--- src/rtl/pc_stack_unit.sv ---
// Fetch-stage program counter with a small LIFO return-address stack.
// Each enabled cycle the PC advances, jumps, calls (push) or returns (pop).
module pc_stack_unit #(
  parameter int          AW         = 8,
  parameter int          DEPTH      = 4,
  parameter logic [AW-1:0] RESET_ADDR = '0
) (
  input  logic          clk,
  input  logic          rst,
  input  logic          en,
  input  logic          pc_mux_sel,
  input  logic [AW-1:0] jump_addr,
  input  logic          call,
  input  logic          ret,
  output logic [AW-1:0] pc,
  output logic          stack_empty,
  output logic          stack_full,
  output logic          stack_err
);

  localparam int PW = $clog2(DEPTH + 1);
  localparam int IW = (DEPTH > 1) ? $clog2(DEPTH) : 1;

  logic [AW-1:0] pc_q, pc_d;
  logic [PW-1:0] sp_q, sp_d;
  logic          err_q, err_d;
  logic          empty_q, empty_d;
  logic          full_q, full_d;
  logic [AW-1:0] stack_q [DEPTH];

  logic [AW-1:0] pc_inc_s;
  logic [IW-1:0] top_idx_s;
  logic [IW-1:0] push_idx_s;
  logic          push_s;
  logic          sp_empty_s;
  logic          sp_full_s;

  assign pc_inc_s   = pc_q + {{(AW-1){1'b0}}, 1'b1};
  assign sp_empty_s = (sp_q == {PW{1'b0}});
  assign sp_full_s  = (sp_q == PW'(DEPTH));
  assign top_idx_s  = IW'(sp_q - {{(PW-1){1'b0}}, 1'b1});
  assign push_idx_s = IW'(sp_q);

  // Next-state selection; ret outranks jump/call, which outrank sequential advance.
  always_comb begin
    pc_d   = pc_q;
    sp_d   = sp_q;
    err_d  = err_q;
    push_s = 1'b0;
    if (en) begin
      if (ret) begin
        if (!sp_empty_s) begin
          pc_d = stack_q[top_idx_s];
          sp_d = sp_q - {{(PW-1){1'b0}}, 1'b1};
        end else begin
          pc_d  = pc_inc_s;
          err_d = 1'b1;
        end
      end else if (pc_mux_sel) begin
        pc_d = jump_addr;
        if (call) begin
          if (!sp_full_s) begin
            push_s = 1'b1;
            sp_d   = sp_q + {{(PW-1){1'b0}}, 1'b1};
          end else begin
            err_d = 1'b1;
          end
        end else begin
          push_s = 1'b0;
        end
      end else begin
        pc_d = pc_inc_s;
      end
    end else begin
      pc_d = pc_q;
    end
    empty_d = (sp_d == {PW{1'b0}});
    full_d  = (sp_d == PW'(DEPTH));
  end

  // PC, pointer and status flags; reset wins over any pending action.
  always_ff @(posedge clk) begin
    if (rst) begin
      pc_q    <= RESET_ADDR;
      sp_q    <= {PW{1'b0}};
      err_q   <= 1'b0;
      empty_q <= 1'b1;
      full_q  <= 1'b0;
    end else begin
      pc_q    <= pc_d;
      sp_q    <= sp_d;
      err_q   <= err_d;
      empty_q <= empty_d;
      full_q  <= full_d;
    end
  end

  // Return-address storage; contents need no reset since the pointer gates reads.
  always_ff @(posedge clk) begin
    if (push_s && !rst) begin
      stack_q[push_idx_s] <= pc_inc_s;
    end
  end

  assign pc          = pc_q;
  assign stack_empty = empty_q;
  assign stack_full  = full_q;
  assign stack_err   = err_q;

endmodule

--- config.mk ---
export PLATFORM = sky130hd
export DESIGN_NAME = pc_stack_unit
export DESIGN_NICKNAME = d
export VERILOG_FILES = /design/src/rtl/pc_stack_unit.sv
export SDC_FILE = /design/constraint.sdc
export NUM_CORES = 1
export LEC_CHECK = 0
export CORE_ASPECT_RATIO = 0.6
export CORE_UTILIZATION = 60
export CTS_BUF_LIST = sky130_fd_sc_hd__clkbuf_8
export DETAILED_ROUTE_END_ITERATION = 6
export DONT_BUFFER_PORTS = 1
export HOLD_SLACK_MARGIN = 0.08
export PLACE_DENSITY = 0.74
export SYNTH_ARGS = -nofsm -noshare
export SYNTH_HDL_FRONTEND = slang
export SYNTH_SLANG_ARGS = --single-unit
--- constraint.sdc ---
create_clock -name clk -period 2.55 [get_ports clk]
set_clock_uncertainty 0.1 [all_clocks]
set_input_delay 0.255 -clock clk [delete_from_list [all_inputs] [get_ports clk]]
set_output_delay 0.255 -clock clk [all_outputs]
set_load 0.05 [all_outputs]
Word level (Yosys, flattened, before mapping). Memories as Yosys holds them, arrays and structs flattened. Cells that the tools add are included.

Flip-flop bits (word level): 14. Bits in writable memories: 32. Input port bits: 14. Output and inout bits: 11. Memories kept: 1.

$add $sub $neg: 3. Equality and inequality tests: 3. Muxes and demuxes: 21. Reduce and logical (&&, ||, !) cells: 8.

Memory list: stack_q (words 4, bits a word 8, rd ports 1, clocked after Yosys merged registers in 0, write ports 1, RTL line 29) `logic [AW-1:0] stack_q [DEPTH];`.

Operator list (number): two-way mux 8 bit (3); two-way mux 3 bit (6); two-way mux 1 bit (12); adder 8 x 1 -> 8 bit, second input constant (1); equality test 3 bit, second input constant (2); logical NOT 3 bit (2); nonzero test 2 bit (3); AND reduction 5 bit (1); adder 3 x 1 -> 3 bit, second input constant (1); subtractor 3 x 1 -> 3 bit, second input constant (1); inequality test 2 x 1 -> 1 bit, second input constant (1); logical AND 1 bit (1); logical NOT 1 bit (1).

Depth between registers and ports, before layout. Gate-level depths: netlist of the first run.

Depth after elaboration: 9. Gate-level depth with buffers: 8. Gate-level depth less buffers: 7.

Worst setup path after synthesis of the first run. No wires, ideal clock.

Kind: reg-to-reg. Start: register sp_q[0]. End: memory stack_q[0][0], enable pin. Data arrival time: 1.675 ns. Required time: 2.118 ns. Slack: 0.443 ns. Cell stages (with the launch flop): 7. Clock period less this slack: 2.107 ns. Path through: dfxtp_1 -> buf_6 -> inv_1 -> ha_1 -> nand2_1 -> nor4b_1 -> and2_1.

Word-level cells in the longest chain between the ends: 9.

Ends and longest elaborated chain: from (decl) (RTL line 25) `logic [PW-1:0] sp_q, sp_d;`; from (signal assigned) (RTL line 85) `sp_q <= {PW{1'b0}};`; from (signal assigned) (RTL line 91) `sp_q <= sp_d;`; equality test 3 bit (RTL line 40) `assign sp_full_s = (sp_q == PW'(DEPTH));`; two-way mux 1 bit (RTL line 62) `if (!sp_full_s) begin`; two-way mux 1 bit (RTL line 61) `if (call) begin`; two-way mux 1 bit (RTL line 59) `end else if (pc_mux_sel) begin`; two-way mux 1 bit (RTL line 51) `if (ret) begin`; two-way mux 1 bit (RTL line 50) `if (en) begin`; logical AND 1 bit (RTL line 100) `if (push_s && !rst) begin`; two-way mux 1 bit (RTL line 100); two-way mux 1 bit (not written as such) (RTL line 101) `stack_q[push_idx_s] <= pc_inc_s;`; to (decl) (RTL line 29).

Parallel ways exist; a longest one is shown, timed or not.

Worst setup path after layout of the first run.
Start: register sp_q[1]. End: memory stack_q[3][7], enable pin.

Same word-level chain as after synthesis.

==> key figures, run 1 <==
Power
  – P_sw: 521 uW
  – Pleak: between 0.8 and 0.9 nW
  – PD cells: between 600 and 700 mW/mm2
  – Sequential fraction of design power: between 50 and 60%
  – Combinational cell fraction of total power: 21.5%
  – Int Power: about 1.2 mW
  – IR drop worst, VDD: 0.404 mV
  – Switching Fraction: a little under a third
  – Clock power frac: about 26%
  – Total power: 1.68 mW

Route
  – DR iter-0 viols: ~170
  – Vias post-DR: 1648
  – DRT Pass-1 Iters: 5
  – DRC viols: 0
  – WL/cell: between 20 and 25 um
  – Detailed Route WL: around 5.7 mm
  – Vias per cell: 6.98
  – Remaining antenna violation count: 0

Clock network
  – Clock Latency Late Sink: about 0.3 ns
  – CTS root buf: clkbuf_8
  – H-tree Lvls: 2
  – Clock Sinks: 46
  – Clk slew on worst S/H paths: 0.08 ns
  – Deepest clock path buffer count: 2
  – CTS buffer count: 5
  – CTS tree: built

STA
  – Headroom to the max-slew limit: 54.9%
  – Final hold slack: 0.0817 ns
  – Minimum clock period after layout: roughly 2.3 ns
  – Final setup margin: roughly 0.26 ns
  – Hold Vio Cnt, Final: 0
  – Fmax: approximately 0.44 GHz
  – Max-slew violations: 0
  – Setup TNS: 0 ns
  – Worst-Margin Slew: 0.676 ns
  – Final-report setup violation count: 0
  – RSZ-0062 raised after global routing: false
  – Final period utilization: 89.9%

Worst setup path
  – Worst-path fanout max: 8
  – R2R depth: 5
  – Worst Setup Start Kind: register
  – Worst r2r dst: stack_q[3][7]$_DFFE_PP_
  – Crit path required time: around 2.4 ns
  – Worst path arrival time: 2.14 ns
  – Crit. End Element: register
  – Worst setup path class: register to register
  – Crit path from: sp_q[1]$_SDFF_PP0_
  – R2r startpoint: sp_q[1]$_SDFF_PP0_
  – Flop-to-flop setup slack: 0.26 ns

Synth
  – Cells after Synth: between 150 and 200
  – Synth Area in Simple Gates: 14.9%
  – Top-area cell type share of the netlist area: between 40% and 50%
  – EDFF count, synth: 32
  – Post-synthesis instance area: 0.00229 mm2
  – Post-Synth XOR/XNOR Area: around 2.6%
  – Synth Area in Compound Gates: 13.1%
  – Library cells used by synthesis: 57
  – Post-synthesis adder-cell area fraction: about 3.3%
  – YS warnings: 0
  – Sequential-to-total area share from yosys stat: about 54%
  – Post-synth top area cell: edfxtp_1
  – Syn nets: around 200
  – Mux contribution to synthesized area: under 10%
  – Synthesized area per cell: roughly 13 um2
  – Largest family of logic cells by synthesized area: simple AND/OR/NAND/NOR gates
  – Ranking of synthesized cells by area: edfxtp_1 42%, dfxtp_1 12%, mux4_2 5.9%, ha_1 3.3%, nand2_1 2.6%
  – Ys flop type: edfxtp_1
  – #FFs+latches synth: between 40 and 50
  – Async SR Flop Fraction: 0%

Global route
  – Largest net degree at the start of global routing: 17
  – GRT overflow: 0
  – Initial antenna violation count: 0
  – Global-route wire length before repair: around 8.6 mm
  – Overall routing resource usage: between 30% and 40%
  – Number of global-route vias before repair: between 1.5k and 2k

Min path
  – Hold Path Depth: 4
  – Hold Crit Start: pc_mux_sel
  – Worst min path class: input port to register
  – Hold Crit Endpoint: pc[3]$_SDFFE_PP0P_

Finish
  – Core Util, Final: roughly 70%
  – Layout fillers: 230
  – Nets@finish: 210
  – Most common cell after layout, fill and taps aside: edfxtp_1
  – Antenna cells: 0
  – Area Growth Syn to Fin: 8.47%
  – Most frequent cells in the layout: 32 x edfxtp_1, 16 x nand2_1, 14 x dfxtp_1
  – Share of post-route cells with drive strength above 1: roughly a fifth

Floorplanning
  – Core Region: between 0.003 and 0.004 mm2
  – Die Y-Extent: between 40 and 50 um
  – Rows: 16
  – Chip width: between 80 and 90 um
  – Io pins: 25
  – Overall die area: just over 0.004 mm2
  – Initial Util: between 60% and 70%

Placed design
  – DPL Wire Length: between 3 and 4 mm
  – PortBufs: 0
  – Pre-CTS setup slack: between 0.2 and 0.3 ns
  – Placer Congestion: around 0.86

Run status
  – Status: completed

Flow run
  – Max cap viols: 0
==> routing by layer <==
layer	up-vias	wire length, um	track usage [%]
met5	-	0	0
met4	0	112	10.8
met3	14	695	9.81
met2	139	2520	44.2
met1	787	2330	44.3
li1	708	-	-
==> area by class of cell <==
class                      instances  area, um2  share of cell area (%)
sequential                        46       1240                    50.0
clock buffer                       5       68.8                    2.77
tap                               45       56.3                    2.27
clock inverter                     3       16.3                   0.655
timing repair buffer              12        103                    4.13
multi-input combinational        120        978                    39.4
inverter                           5       18.8                   0.756
==> worst max path at each step <==
stage                         endpoint  slack [ns]  cells after the start
6_report       stack_q[3][7]$_DFFE_PP_        0.26                      5
3_3_place_gp        pc[6]$_SDFFE_PP0P_        0.43                      6
5_1_grt        stack_q[3][3]$_DFFE_PP_        0.11                      5
3_5_place_dp   stack_q[3][7]$_DFFE_PP_        0.29                      5
4_1_cts        stack_q[3][3]$_DFFE_PP_        0.28                      5
2_1_floorplan  stack_q[0][0]$_DFFE_PP_        0.44                      6
==> per-stage QoR <==
stage / instances / cell area (um2)
floorplan: 179 / 2290
global placement: 223 / 2350
detailed placement: 223 / 2350
CTS: 236 / 2480
global route: 236 / 2480
finish: 236 / 2480
==> sequential cells by signal, indices dropped and copies added (netlist names) <==
signal and cells:
stack_q 32, stack_full 1, stack_err 1, sp_q 3, pc 8, stack_empty 1
==> worst max-delay path: stages, from the launching register on <==
cell     delay [ns]
dfxtp_1        0.39
inv_1          0.10
ha_1           0.28
nand2_1        0.12
nor4b_1        0.42
and2_1         0.51
==> synthesized netlist by cell type, types with 2 or more instances <==
cell and number:
nand2_1 16, nor4b_1 2, edfxtp_1 32, nor2_1 10, mux4_2 6, ha_1 6, mux2_2 3, o31ai_1 3
a31oi_1 4, o21ai_0 8, a311oi_1 2, a32oi_1 2, nand2b_1 3, and2_1 5, a21o_1 4, nand3_1 4
and3_1 2, buf_6 2, a21oi_1 3, dfxtp_1 14, inv_1 5, buf_2 4, nor2b_1 2, xnor2_1 2
nor3_1 3
==> repair_timing <==
action                                 in CTS  in global routing
gates resized for setup                     0                  0
setup buffers                               0                  0
endpoints found under the hold margin       6                  0
hold buffers                                5                  0
==> cell families after synthesis <==
kind of cell / Yosys count
fa+ha+maj: 6
simple gates: 58
mux: 11
flops: 46
buf+inv: 13
compound gates: 40
xor+xnor: 5
==> power groups by stage <==
stage	logic, mW	clock network (mW)	registers [mW]
global placement	0.332	0	0.902
CTS	0.353	0.434	0.887
global route	0.385	0.458	0.891
detailed placement	0.342	0	0.904
floorplan	0.241	0	0.934
finish	0.362	0.431	0.888
(Power assumes the default switching activity.)
==> run 2: changes to the inputs <==
--- a/config.mk
+++ b/config.mk
@@ -12,6 +12,7 @@
 export DONT_BUFFER_PORTS = 1
 export HOLD_SLACK_MARGIN = 0.08
 export PLACE_DENSITY = 0.74
+export SKIP_LAST_GASP = 1
 export SYNTH_ARGS = -nofsm -noshare
 export SYNTH_HDL_FRONTEND = slang
 export SYNTH_SLANG_ARGS = --single-unit
==> results of run 2 <==
Same layout as run 1: the final DEF is identical, and so are final timing and power.
